--- src/rtl/alu_defs_pkg.sv ---
// Shared ALU definitions for the EX stage.
//   - ALU control codes driven by the ALU control decoder
//   - multiply sequencer state encoding
//   - default datapath width
package alu_defs_pkg;

  localparam int unsigned DATA_W_DEF = 32;

  localparam logic [3:0] ALU_AND  = 4'b0000;
  localparam logic [3:0] ALU_OR   = 4'b0001;
  localparam logic [3:0] ALU_ADD  = 4'b0010;
  localparam logic [3:0] ALU_MULT = 4'b0011;
  localparam logic [3:0] ALU_SUB  = 4'b0110;
  localparam logic [3:0] ALU_SLT  = 4'b0111;
  localparam logic [3:0] ALU_XOR  = 4'b1111;

  typedef enum logic [1:0] {
    ST_IDLE = 2'd0,
    ST_RUN  = 2'd1,
    ST_DONE = 2'd2
  } mult_state_e;

endpackage

--- src/rtl/mult_shift_add_dp.sv ---
// Unsigned shift-add multiply datapath, one multiplier bit per step.
// Ports:
//   clk, rst_n       clock, asynchronous active-low reset
//   load             capture operands, clear product, counter = DATA_W
//   step             perform one add/shift iteration
//   clr              abandon the operation (clears all state)
//   mcand_in/mplr_in unsigned operand magnitudes
//   cnt_zero         the step taken this cycle brings the counter to zero
//   prod_next        product value after this cycle's step
module mult_shift_add_dp #(
  parameter int unsigned DATA_W = 32,
  parameter int unsigned CNT_W  = 6
) (
  input  logic                  clk,
  input  logic                  rst_n,
  input  logic                  load,
  input  logic                  step,
  input  logic                  clr,
  input  logic [DATA_W-1:0]     mcand_in,
  input  logic [DATA_W-1:0]     mplr_in,
  output logic                  cnt_zero,
  output logic [2*DATA_W-1:0]   prod_next
);

  logic [DATA_W-1:0]   mcand;
  logic [DATA_W-1:0]   mplr;
  logic [2*DATA_W-1:0] prod;
  logic [CNT_W-1:0]    cnt;
  logic [DATA_W:0]     sum;

  // Upper half accumulates with its carry; the carry becomes the new MSB
  // after the right shift.
  always_comb begin
    sum       = {1'b0, prod[2*DATA_W-1:DATA_W]} + (mplr[0] ? {1'b0, mcand} : '0);
    prod_next = {sum, prod[DATA_W-1:1]};
  end

  assign cnt_zero = (cnt == CNT_W'(1));

  always_ff @(posedge clk or negedge rst_n) begin
    if (!rst_n) begin
      mcand <= '0;
      mplr  <= '0;
      prod  <= '0;
      cnt   <= '0;
    end else if (clr) begin
      mcand <= '0;
      mplr  <= '0;
      prod  <= '0;
      cnt   <= '0;
    end else if (load) begin
      mcand <= mcand_in;
      mplr  <= mplr_in;
      prod  <= '0;
      cnt   <= CNT_W'(DATA_W);
    end else if (step) begin
      prod  <= prod_next;
      mplr  <= mplr >> 1;
      cnt   <= cnt - CNT_W'(1);
    end
  end

endmodule

--- src/rtl/mult_seq_ctrl.sv ---
// Iterative signed multiply sequencer for the EX stage. Stalls the upstream
// pipeline while the shift-add datapath runs and strobes done_o for one
// cycle with the 2*DATA_W-bit product on {hi_o, result_o}.
// Ports:
//   clk_i, rst_i      clock, asynchronous active-low reset
//   start_i           EX-stage instruction valid
//   ALUCtrl_i         ALU control code; only MULT starts an operation
//   src1_i, src2_i    signed operands
//   flush_i           abort an in-flight operation
//   busy_o            high while iterating
//   stall_o           freeze PC, IF/ID and ID/EX
//   done_o            one-cycle result-valid strobe
//   result_o, hi_o    low / high halves of the last completed product
module mult_seq_ctrl
  import alu_defs_pkg::*;
#(
  parameter int unsigned DATA_W = DATA_W_DEF,
  parameter int unsigned CNT_W  = 6
) (
  input  logic              clk_i,
  input  logic              rst_i,
  input  logic              start_i,
  input  logic [3:0]        ALUCtrl_i,
  input  logic [DATA_W-1:0] src1_i,
  input  logic [DATA_W-1:0] src2_i,
  input  logic              flush_i,
  output logic              busy_o,
  output logic              stall_o,
  output logic              done_o,
  output logic [DATA_W-1:0] result_o,
  output logic [DATA_W-1:0] hi_o
);

  mult_state_e state, state_nxt;

  logic                  acc;
  logic                  load, step, clr;
  logic                  zero_op;
  logic                  cnt_zero;
  logic                  neg;
  logic [DATA_W-1:0]     a_abs, b_abs;
  logic [2*DATA_W-1:0]   prod_next;
  logic [2*DATA_W-1:0]   prod_fix;
  logic [2*DATA_W-1:0]   prod_q;

  // Magnitudes wrap modulo 2^DATA_W, so the most negative value maps to
  // itself and is still correct as an unsigned magnitude.
  assign a_abs   = src1_i[DATA_W-1] ? -src1_i : src1_i;
  assign b_abs   = src2_i[DATA_W-1] ? -src2_i : src2_i;
  assign zero_op = (src1_i == '0) || (src2_i == '0);

  // Reset gates acceptance so stall_o stays low while reset is asserted.
  assign acc = rst_i && (state == ST_IDLE) && start_i &&
               (ALUCtrl_i == ALU_MULT) && !flush_i;

  mult_shift_add_dp #(
    .DATA_W (DATA_W),
    .CNT_W  (CNT_W)
  ) u_dp (
    .clk       (clk_i),
    .rst_n     (rst_i),
    .load      (load),
    .step      (step),
    .clr       (clr),
    .mcand_in  (a_abs),
    .mplr_in   (b_abs),
    .cnt_zero  (cnt_zero),
    .prod_next (prod_next)
  );

  always_comb begin
    state_nxt = state;
    load      = 1'b0;
    step      = 1'b0;
    clr       = 1'b0;
    case (state)
      ST_IDLE: begin
        if (acc) begin
          load      = 1'b1;
          state_nxt = zero_op ? ST_DONE : ST_RUN;
        end
      end
      ST_RUN: begin
        if (flush_i) begin
          clr       = 1'b1;
          state_nxt = ST_IDLE;
        end else begin
          step = 1'b1;
          if (cnt_zero) state_nxt = ST_DONE;
        end
      end
      ST_DONE:  state_nxt = ST_IDLE;
      default:  state_nxt = ST_IDLE;
    endcase
  end

  assign prod_fix = neg ? -prod_next : prod_next;

  always_ff @(posedge clk_i or negedge rst_i) begin
    if (!rst_i) begin
      state  <= ST_IDLE;
      neg    <= 1'b0;
      prod_q <= '0;
    end else begin
      state <= state_nxt;
      if (load) begin
        neg <= src1_i[DATA_W-1] ^ src2_i[DATA_W-1];
        if (zero_op) prod_q <= '0;
      end
      if (step && cnt_zero) prod_q <= prod_fix;
    end
  end

  assign busy_o   = (state == ST_RUN);
  assign done_o   = (state == ST_DONE);
  assign stall_o  = acc || ((state == ST_RUN) && !flush_i);
  assign result_o = prod_q[DATA_W-1:0];
  assign hi_o     = prod_q[2*DATA_W-1:DATA_W];

endmodule

--- config.mk ---
export PLATFORM = sky130hd
export DESIGN_NAME = mult_seq_ctrl
export DESIGN_NICKNAME = d
export VERILOG_FILES = /design/src/rtl/alu_defs_pkg.sv /design/src/rtl/mult_shift_add_dp.sv /design/src/rtl/mult_seq_ctrl.sv
export SDC_FILE = /design/constraint.sdc
export NUM_CORES = 1
export LEC_CHECK = 0
export ABC_AREA = 1
export ABC_CLOCK_PERIOD_IN_PS = 3300
export CAP_MARGIN = 20
export CORE_MARGIN = 2
export CORE_UTILIZATION = 40
export DETAILED_ROUTE_END_ITERATION = 6
export SYNTH_ARGS = -nofsm -noshare
export SYNTH_HDL_FRONTEND = slang
export SYNTH_SLANG_ARGS = --single-unit
--- constraint.sdc ---
create_clock -name clk_i -period 3.3 [get_ports clk_i]
set_input_delay 0.99 -clock clk_i [delete_from_list [all_inputs] [get_ports clk_i]]
set_output_delay 0.99 -clock clk_i [all_outputs]
set_load 0.01 [all_outputs]
[After elaboration in Yosys (flattened, before gate mapping)]
Index checks and enable logic that the tools add are counted.
Word-level totals
  bits of input ports: 72
  bits in registers: 201
  word-level logic and storage cells: 66
  output and inout port bits: 67
Operators by class
  reductions and logical operators: 18
  equality and inequality tests: 6
  bitwise gates (word level): 1
  mux-type cells: 29
  add/subtract/negate cells: 5
Operator list (count)
  2-to-1 mux 64 bit: 7
  2-to-1 mux 32 bit: 8
  logical NOT 32 bit: 2
  negator 32 bit: 2
  negator 64 bit: 1
  adder 32 x 33 -> 33 bit: 1
  2-to-1 mux 6 bit: 3
  2-to-1 mux 2 bit: 4
  == test 6 x 1 -> 1 bit (second input constant): 1
  logical AND 1 bit: 6
  2-to-1 mux 1 bit: 6
  nonzero test 2 bit: 3
  subtractor 6 x 1 -> 6 bit (second input constant): 1
  == test 4 x 2 -> 1 bit (second input constant): 1
  one-hot mux 2 bit (2 select lines): 1
  AND reduction 2 bit: 2
  != test 3 x 2 -> 1 bit (second input constant): 1
  nonzero test 3 bit: 1
  == test 2 x 1 -> 1 bit (second input constant): 1
  == test 2 bit (second input constant): 1
  logical NOT 2 bit: 1
  logical OR 1 bit: 2
  != test 2 bit (second input constant): 1
  logical NOT 1 bit: 1
  XOR 1 bit: 1

[Longest topological paths before layout]
Gate-level depths: netlist (run 1).
  depth in word-level cells: 9
  mapped depth: 25
  depth with buffers taken out: 23

[Modules after synthesis]
Synthesis (run 1) repeated with hierarchy kept, for this count alone.
Second synthesis, totals
  cell total of the unflattened synthesis: 2284
  area, all modules: 15292.2 µm²
Modules (own cells, without submodules)
  mult_shift_add_dp: sequential area each 3328.2 µm², cells an instance 1174, area each 8535.7 µm², instances 1
  mult_seq_ctrl: sequential area each 1676.6 µm², cells an instance 1110, area each 6756.5 µm², instances 1

[Least setup slack after synthesis (run 1)]
No wires, ideal clock.
  kind: input to output
  from: in ALUCtrl_i[3]
  to: out stall_o
  slack: 245 ps
  arrival: 2065 ps
  path buffers: 1
  data required time: 2310 ps
  cell stages on the path: 6
  cell sequence: nor3b_1 > nand4_1 > nor2_1 > clkinv_1 > nand2_1 > buf_2
Between the ends
  longest elaborated chain between the ends: 4
RTL lines
  start, declared: RTL line mult_seq_ctrl.sv:23  | input logic [3:0] ALUCtrl_i,
  == test 4 x 2 -> 1 bit: RTL line mult_seq_ctrl.sv:54  | (ALUCtrl_i == ALU_MULT) && !flush_i;
  logical AND 1 bit: RTL line mult_seq_ctrl.sv:53  | assign acc = rst_i && (state == ST_IDLE) && start_i &&
  logical AND 1 bit: RTL line mult_seq_ctrl.sv:54
  logical OR 1 bit: RTL line mult_seq_ctrl.sv:116  | assign stall_o = acc || ((state == ST_RUN) && !flush_i);
  end, declared: RTL line mult_seq_ctrl.sv:28  | output logic stall_o,
Every way passes these cells.

[Worst setup path in the final report (run 1)]
Ends and elaborated chain as after synthesis.

==> flow_metrics.tcl, run 1 <==
set metrics [dict create \
    critical_path.max_fanout 2 \
    setup-violations-final 0 \
    drt-vias-per-instance 5.13 \
    finalPower_w 0.00829 \
    max_cap_violations 0 \
    dr.first_iter.drc_count 852 \
    capture_instance_of_the_worst_register_to_register_path "prod_q[63]" \
    number_of_antenna_violations_at_the_first_check_in_global_routing 3 \
    cp-startpoint "ALUCtrl_i[3]" \
    worst_setup_hold_path_clk_slew_ns 0.08 \
    setup.worst_path.start_class "input pin" \
    crit-reg2reg-launch "u_dp.mplr[0]" \
    synth.avg_cell_area_um2 6.61 \
    wire_per_inst_um 15.4 \
    final_nets 2447 \
    r2r_slack_ns 0.24 \
    worst_hold_margin_ns 0.479 \
    finalClockSkew_ns 0.0172 \
    power.combinational.fraction 0.361 \
    numCtsBuffers 17 \
    tritoncts "built" \
    ys_seq_area_frac 0.354 \
    synth.net_count 2248 \
    yosysWarnings 0 \
    routabilityCongestion 0.932 \
    mostFrequentLayoutCell "nand2_1" \
    worst_setup_path_endpoint "stall_o" \
    grt_pass1_wl_mm 71.4 \
    run_status "finished clean" \
    clock-sinks 200 \
    floorplan.core_area_mm2 0.0346 \
    via_count_of_the_first_global_routing_pass 13835 \
    netlist-cell-type-count 51 \
    timing.final.crit_share 0.952 \
    design.portCount 139 \
    layout_min_cycle_time_ns 3.14 \
    count_of_unresolved_drc_violations_after_routing 0 \
    clock_path_buffers 2 \
    worst_ir_drop_on_vdd_mv 0.415 \
    cts.hold.buffers_added 0 \
    numPortBuffers 138 \
    relSlewSlack 0.431 \
    timing.fmax_mhz 318 \
    syn_inst 2138 \
    hold_path_class "reg2reg" \
    critical_path_required_ns 2.31 \
    die_x_um 192 \
    timing.critical_path.arrival_ns 2.15 \
    initial_utilization 0.408 \
    synth-edff-count 0 \
    ys_ff_latch 200 \
    rsz0062_at_grt "yes" \
    dr.pass1.iters 5 \
    clk_root_buffer_cell "clkbuf_16" \
    route.final.wire_length_mm 43.2 \
    track_usage 0.244 \
    postSynth.asyncResetShare 1.00 \
    crit_path_end_kind "primary output" \
    leakage_nw 8.85 \
    pwr-share-clk 0.279 \
    crit_type "in2out" \
    hold_viol 0 \
    worst_slew_pin_slew_ns 0.854 \
    clock_insertion_delay_worst_skew_ns 0.47 \
    grt_remaining_overflow 0 \
    routed-via-count 14388 \
    final-max-slew-violation-count 0 \
    switchingPower_w 0.00325 \
    design.die.area_mm2 0.0368 \
    seqPwrFrac 0.360 \
    cellInternalPower_w 0.00503 \
    final_antenna_net_count 0 \
    layout.cells.most_common_list "nand2_1 (694), inv_1 (259), dfrtp_1 (199)" \
    deepest_level_of_the_cts_h_tree 4 \
    area_growth_pct 23.4 \
    placement_row_count 68 \
    post-dp-hpwl_mm 33.0 \
    power_per_cell_area_mw_per_mm2 475 \
    synthesis.area_mm2 0.0141 \
    die_y_um 192 \
    drive_gt1_frac 0.120 \
    p_sw_frac 0.393 \
    grt_start_max_net_pins 95 \
    yosys_most_used_dff "dfrtp_1" \
    worst_r2r_path_depth 19 \
]
-- registers in the layout (all words and copies together), names as in the netlist --
name,cells
neg,1
prod_q,64
state,2
u_dp.cnt,6
u_dp.mcand,32
u_dp.mplr,32
u_dp.prod,63
-- worst min path at each step --
stage,startpoint,end,slack (ns),depth (start not counted)
after global placement,prod_q[12],prod_q[12],0.46,2
final,prod_q[12],prod_q[12],0.48,2
after CTS,prod_q[12],prod_q[12],0.48,2
after floorplan,u_dp.mcand[31],u_dp.mcand[31],0.45,2
after detailed placement,prod_q[12],prod_q[12],0.46,2
after global routing,prod_q[12],prod_q[12],0.50,2
-- area by class of cell --
class	count	area, um^2
repair buffers	247	2300
multi-input cells	1587	7850
diodes	1	2.50
fillers	3489	17200
clock inverters	14	199
inverters	284	1070
flip-flops and latches	200	5010
clock buffers	18	439
well taps	455	569
-- cell usage after synthesis, types with 11 or more instances --
cell type / number / area share
nand4_1: 25 / 0.011
ha_1: 37 / 0.033
nand3b_1: 15 / 0.0080
o211ai_1: 21 / 0.011
dfrtp_1: 200 / 0.35
inv_2: 16 / 0.0043
xor2_1: 15 / 0.0093
a21oi_1: 71 / 0.025
o21ai_1: 23 / 0.0081
nand2_2: 39 / 0.017
nor3_1: 42 / 0.015
clkbuf_1: 44 / 0.012
nor2_1: 184 / 0.049
nand3_2: 11 / 0.0078
nor2_2: 17 / 0.0075
o21ai_0: 154 / 0.055
o22ai_1: 32 / 0.014
buf_2: 15 / 0.0053
o31ai_1: 13 / 0.0069
inv_1: 261 / 0.069
nand3_1: 119 / 0.042
or2_2: 12 / 0.0053
nand2_1: 696 / 0.18
-- cells by family after synthesis --
logic type / share of synthesized area
buf+inv: 0.0954
simple gates: 0.368
flops: 0.354
compound gates: 0.135
fa+ha+maj: 0.0342
xor+xnor: 0.0130
-- critical path: stages --
cell,delay [ns]
clkdlybuf4s50_1,0.41
nor3b_2,0.17
nand4_1,0.14
nor2_4,0.14
clkinv_1,0.07
nand2_1,0.08
buf_2,0.14
-- routing by layer --
layer / wire (um) / track usage / part of all wire / up-vias
met2: 19600 / 0.385 / 0.45 / 375
met5: 34 / 0 / 0.00079 / -
met3: 2140 / 0.0424 / 0.050 / 73
li1: - / - / - / 7281
met1: 20300 / 0.340 / 0.47 / 6655
met4: 1120 / 0.0772 / 0.026 / 4
-- stage by stage --
step / instances / utilization / setup TNS (ns) / setup slack, ns / area [um^2]
after floorplan: 2138 / - / 0 / 0.245 / 14100
after global placement: 2773 / 0.483 / -0.755 / -0.324 / 16700
after detailed placement: 2773 / 0.483 / -1.05 / -0.298 / 16700
after CTS: 2805 / 0.502 / 0 / 0.0742 / 17400
after global routing: 2805 / 0.503 / -0.0128 / -0.0106 / 17400
final: 2806 / 0.503 / 0 / 0.160 / 17400
-- power by group through the flow --
stage	clock [W]	combinational [W]	sequential, W
after CTS	0.00235	0.00295	0.00298
after floorplan	0	0.00194	0.00296
after detailed placement	0	0.00294	0.00302
final	0.00231	0.00299	0.00298
after global routing	0.00245	0.00337	0.00302
after global placement	0	0.00289	0.00302
-- timing repair --
action | CTS | global route
endpoints found under the setup margin | 1 | 18
pin swaps | 2 | 2
gates resized for setup | 4 | 20
buffers inserted | 0 | 0
Note: power is estimated with default switching activity, not from simulation.
==> run 2, diff against run 1 <==
--- a/config.mk
+++ b/config.mk
@@ -9,7 +9,7 @@
 export ABC_CLOCK_PERIOD_IN_PS = 3300
 export CAP_MARGIN = 20
 export CORE_MARGIN = 2
-export CORE_UTILIZATION = 40
+export CORE_UTILIZATION = 35
 export DETAILED_ROUTE_END_ITERATION = 6
 export SYNTH_ARGS = -nofsm -noshare
 export SYNTH_HDL_FRONTEND = slang
==> flow_metrics.tcl, run 2 (synthesis results as in run 1) <==
set metrics [dict create \
    run_status "finished clean" \
    design.die.area_mm2 0.0420 \
    placement_row_count 73 \
    clock_insertion_delay_worst_skew_ns 0.47 \
    post-route-util 0.432 \
    place_inst 2816 \
    floorplan.core_area_mm2 0.0398 \
    placement.cell_area_mm2 0.0166 \
    clock_path_buffers 2 \
    count_of_unresolved_drc_violations_after_routing 0 \
    deepest_level_of_the_cts_h_tree 4 \
    biggestRegsByFlops "prod_q (64), u_dp.prod (63)" \
    hold_path_class "reg2reg" \
    final_nets 2420 \
    grt_start_max_net_pins 73 \
    grt_pass1_wl_mm 68.6 \
    clock-sinks 200 \
    post_layout_nonfiller_instances 2847 \
    worst_ir_drop_on_vdd_mv 0.274 \
    timing.setup.tns_ns 0 \
    tritoncts "built" \
    cts.repair_timing.setup_buffer_count 0 \
    power_per_cell_area_mw_per_mm2 459 \
    numCtsBuffers 17 \
    route.final.wire_length_mm 41.3 \
    wire_per_inst_um 14.5 \
    track_usage 0.203 \
    initial_utilization 0.355 \
    leakage_nw 8.68 \
    finalClockSkew_ns 0.0145 \
    timing.fmax_mhz 319 \
    timing.critical_path.arrival_ns 2.14 \
    die_x_um 205 \
    setup-violations-final 0 \
    worst_hold_margin_ns 0.472 \
    finished_cell_area_mm2 0.0172 \
    regMostFlops "prod_q" \
    critical_path_required_ns 2.31 \
    final_antenna_net_count 0 \
    hold_viol 0 \
    worst_slew_pin_slew_ns 0.913 \
    relSlewSlack 0.390 \
    die_y_um 205 \
    diodes 0 \
    area_growth_pct 21.7 \
    drive_gt1_frac 0.106 \
    hold-path-cell-count 2 \
    max_cap_violations 0 \
    number_of_antenna_violations_at_the_first_check_in_global_routing 3 \
    worst_setup_hold_path_clk_slew_ns 0.08 \
    layout.cells.most_common_list "nand2_1 (696), inv_1 (261), dfrtp_1 (199)" \
    design.portCount 139 \
    mostFrequentLayoutCell "nand2_1" \
    final-max-slew-violation-count 0 \
    routabilityCongestion 0.905 \
    clk_root_buffer_cell "clkbuf_16" \
    dr.pass1.iters 6 \
    grt_remaining_overflow 0 \
    cts.hold.buffers_added 0 \
    crit_path_end_kind "primary output" \
    largest_register_ffs 64 \
    numPortBuffers 138 \
    critical_path.max_fanout 2 \
    timing.final.crit_share 0.949 \
    layout_min_cycle_time_ns 3.13 \
    setup.worst_path.start_class "input pin" \
    worst_r2r_path_depth 19 \
    post-dp-hpwl_mm 32.0 \
    via_count_of_the_first_global_routing_pass 13450 \
    drt-vias-per-instance 4.98 \
    routed-via-count 14173 \
    dr.first_iter.drc_count 884 \
    rsz0062_at_grt "no" \
    crit_type "in2out" \
]
-- run 2: changes by cell type in the layout (fill, tap and decap cells not counted), sizes merged --
| cell | delta |
|---|---|
| diode | -1 |
| clkinv | +4 |
| inv | -2 |
| bufinv | -2 |
| buf | -27 |
| clkinvlp | -1 |
-- run 2: what timing repair did --
action,in CTS,in global routing
gates resized for setup,4,11
pin swaps,1,2
endpoints found under the setup margin,1,10
-- run 2: critical path: stages --
cell and delay (ns):
clkdlybuf4s50_1 0.45, nor3b_2 0.14, nand4_1 0.14, nor2_4 0.11, clkinv_1 0.08, nand2_1 0.09
buf_2 0.14
-- run 2: metal layers --
metal / GRT usage / vias to the layer above / wire [um]
li1: - / 7233 / -
met1: 0.289 / 6533 / 20400
met2: 0.316 / 361 / 18100
met3: 0.0317 / 44 / 2180
met4: 0.0586 / 2 / 675
met5: 0 / - / 13
-- run 2: path summary, 6_finish.rpt --
path | from | end | slack [ns]
setup / recovery | ALUCtrl_i[1] | stall_o | 0.17
hold / removal | prod_q[1] | prod_q[1] | 0.47
setup reg to reg | u_dp.mplr[0] | prod_q[63] | 0.26
hold reg to reg | prod_q[1] | prod_q[1] | 0.47
max in group asynchronous | rst_i | u_dp.mplr[0] | 1.46
min in group asynchronous | rst_i | prod_q[32] | 0.61
-- run 2: layout make-up --
class / instances / area, um^2
fill: 4162 / 22600
multi-input combinational: 1587 / 7820
sequential: 200 / 5010
timing repair buffer: 220 / 2070
inverter: 284 / 1070
tap: 525 / 657
clock buffer: 18 / 439
clock inverter: 13 / 133
-- run 2: through the flow --
step           setup WS, ns  total power (W)
5_1_grt            0.000774          0.00846
3_3_place_gp         -0.357          0.00576
2_1_floorplan         0.245          0.00489
6_report              0.169          0.00789
3_5_place_dp         -0.327          0.00581
4_1_cts              0.0736          0.00791
-- run 2: where the power goes --
| part | leakage (nW) | total (W) | internal (W) | switching, W |
|---|---|---|---|---|
| logic | 5.74 | 0.00283 | 0.000991 | 0.00184 |
| registers | 2.65 | 0.00298 | 0.00276 | 0.000215 |
| clock network | 0.281 | 0.00209 | 0.00102 | 0.00107 |
==> run 3, diff against run 2 <==
--- a/config.mk
+++ b/config.mk
@@ -11,6 +11,7 @@
 export CORE_MARGIN = 2
 export CORE_UTILIZATION = 35
 export DETAILED_ROUTE_END_ITERATION = 6
+export SLEW_MARGIN = 10
 export SYNTH_ARGS = -nofsm -noshare
 export SYNTH_HDL_FRONTEND = slang
 export SYNTH_SLANG_ARGS = --single-unit
==> constraint.sdc (replaced) <==
create_clock -name clk_i -period 3.3 [get_ports clk_i]
set_input_delay 0.99 -clock clk_i [delete_from_list [all_inputs] [get_ports clk_i]]
set_output_delay 0.99 -clock clk_i [all_outputs]
set_load 0.1 [all_outputs]
==> flow_metrics.tcl, run 3 (synthesis results as in run 1) <==
set metrics [dict create \
    numCtsBuffers 17 \
    clock_path_buffers 2 \
    number_of_antenna_violations_at_the_first_check_in_global_routing 4 \
    worst-path-stages 7 \
    worst_path_largest_cell_delay_ns 0.46 \
    leakage_nw 8.85 \
    run_status "finished clean" \
    layout_min_cycle_time_ns 3.21 \
    crit_path_end_kind "primary output" \
    critical_path_required_ns 2.31 \
    hold_path_class "reg2reg" \
    mostFrequentLayoutCell "nand2_1" \
    drt-vias-per-instance 4.96 \
    dr.pass1.iters 5 \
    relSlewSlack 0.408 \
    capture_instance_of_the_worst_register_to_register_path "prod_q[59]" \
    crit_path_cell_trace "clkdlybuf4s50_1, nor3b_2, nand4_1, nor2_4, inv_2, nand2_2, buf_12" \
    diodes 0 \
    numPortBuffers 138 \
    final-max-slew-violation-count 0 \
    fill_cells 4213 \
    floorplan.core_area_mm2 0.0398 \
    worst_ir_drop_on_vdd_mv 0.398 \
    count_of_unresolved_drc_violations_after_routing 0 \
    cp-startpoint "ALUCtrl_i[1]" \
    r2r_slack_ns 0.17 \
    crit-reg2reg-launch "u_dp.mplr[0]" \
    routabilityCongestion 0.939 \
    worst_setup_path_endpoint "stall_o" \
    design.die.area_mm2 0.0420 \
    grt_pass1_wl_mm 68.8 \
    clock_insertion_delay_worst_skew_ns 0.46 \
    finalClockSkew_ns 0.0160 \
    clk_root_buffer_cell "clkbuf_16" \
    die_x_um 205 \
    via_count_of_the_first_global_routing_pass 13288 \
    area.sequential_mm2 0.00501 \
    drive_gt1_frac 0.143 \
    route.final.wire_length_mm 41.7 \
    placement_row_count 73 \
    routed-via-count 14170 \
    worst_r2r_path_depth 20 \
    setup-violations-final 0 \
    timing.fmax_mhz 311 \
    grt_remaining_overflow 0 \
    worst_hold_margin_ns 0.475 \
    biggestRegsByFlops "prod_q (64), u_dp.prod (63)" \
    largest_register_ffs 64 \
    setup.worst_path.start_class "input pin" \
    initial_utilization 0.355 \
    hold_viol 0 \
    tritoncts "built" \
    multi_input_comb_area_mm2 0.00786 \
    clock-sinks 200 \
    final_nets 2428 \
    final_antenna_net_count 0 \
    critical_path.n_buffers_inverters 3 \
    wire_per_inst_um 14.6 \
    power_per_cell_area_mw_per_mm2 475 \
    worst_slew_pin_slew_ns 0.888 \
    die_y_um 205 \
    track_usage 0.203 \
    timing.final.crit_share 0.973 \
    critical_path.max_fanout 2 \
    rsz0062_at_grt "yes" \
    post-dp-hpwl_mm 32.2 \
    max_cap_violations 0 \
    area_growth_pct 21.7 \
    worst_setup_hold_path_clk_slew_ns 0.07 \
    timing.critical_path.arrival_ns 2.22 \
    layout.cells.most_common_list "nand2_1 (694), inv_1 (261), dfrtp_1 (199)" \
    dr.first_iter.drc_count 943 \
    design.portCount 139 \
    grt_start_max_net_pins 154 \
    cp_top_family "buffers and inverters" \
    regMostFlops "prod_q" \
    crit_type "in2out" \
    deepest_level_of_the_cts_h_tree 4 \
    critical_path.slowest_cell "clkdlybuf4s50_1" \
    post-route-util 0.432 \
]
==> run 3: changes by cell type in the layout (fill, tap and decap cells not counted), moves of 4 or more <==
| cell | change |
|---|---|
| buf_4 | +72 |
| inv_6 | -4 |
| clkdlybuf4s50_1 | -66 |
| ha_1 | -4 |
| ha_2 | +4 |
| nor2_1 | -5 |
| nor2_2 | +4 |
==> run 3: worst min path at each step <==
stage | startpoint | cells past startpoint | slack [ns] | endpoint
finish | prod_q[29] | 2 | 0.47 | prod_q[29]
global route | prod_q[1] | 2 | 0.50 | prod_q[1]
CTS | prod_q[29] | 2 | 0.48 | prod_q[29]
detailed placement | prod_q[29] | 2 | 0.46 | prod_q[29]
global placement | prod_q[29] | 2 | 0.46 | prod_q[29]
floorplan | u_dp.mcand[31] | 2 | 0.45 | u_dp.mcand[31]
==> run 3: cell type report <==
type                            count  share of cell area
Clock buffer                       20              0.0271
Clock inverter                     10             0.00822
Inverter                          284              0.0620
Multi-Input combinational cell   1587               0.457
Sequential cell                   200               0.291
Tap cell                          525              0.0382
Timing Repair Buffer              228               0.116
==> run 3: tightest hold or removal path, cell delays in order, from the launching register on <==
cell	delay, ns
dfrtp_1	0.35
nand2_1	0.05
nand2_1	0.05
==> run 3: report_power, final <==
group	internal [W]	switching, W	leakage (nW)	total [W]
registers	0.00277	0.000215	2.65	0.00298
clock network	0.00125	0.000968	0.295	0.00222
logic	0.00102	0.00194	5.91	0.00297
total	0.00504	0.00313	8.85	0.00816
==> run 3: routing by layer <==
| layer | routed length [um] | vias to the layer above | track usage |
|---|---|---|---|
| met1 | 20200 | 6585 | 0.293 |
| li1 | - | 7215 | - |
| met4 | 436 | 2 | 0.0403 |
| met2 | 18800 | 343 | 0.318 |
| met5 | 13 | - | 0 |
| met3 | 2240 | 25 | 0.0342 |
==> run 3: per-stage QoR <==
stage	TNS, ns	cell area [um^2]	setup slack (ns)	std cells	total power [W]
final	0	17200	0.0887	2854	0.00816
after global routing	-0.0385	17200	-0.0180	2854	0.00875
after CTS	0	17100	0.0102	2849	0.00815
after detailed placement	-0.205	16500	-0.0735	2819	0.00590
after global placement	-0.0511	16500	-0.0219	2819	0.00586
after floorplan	0	14100	0.109	2138	0.00496
==> run 3: what timing repair did <==
item,CTS,global route
endpoints found under the setup margin,1,19
gates resized for setup,2,23
hold buffers,0,0
buffers inserted,0,5
pin swaps,1,4
hold endpoints to repair,0,0
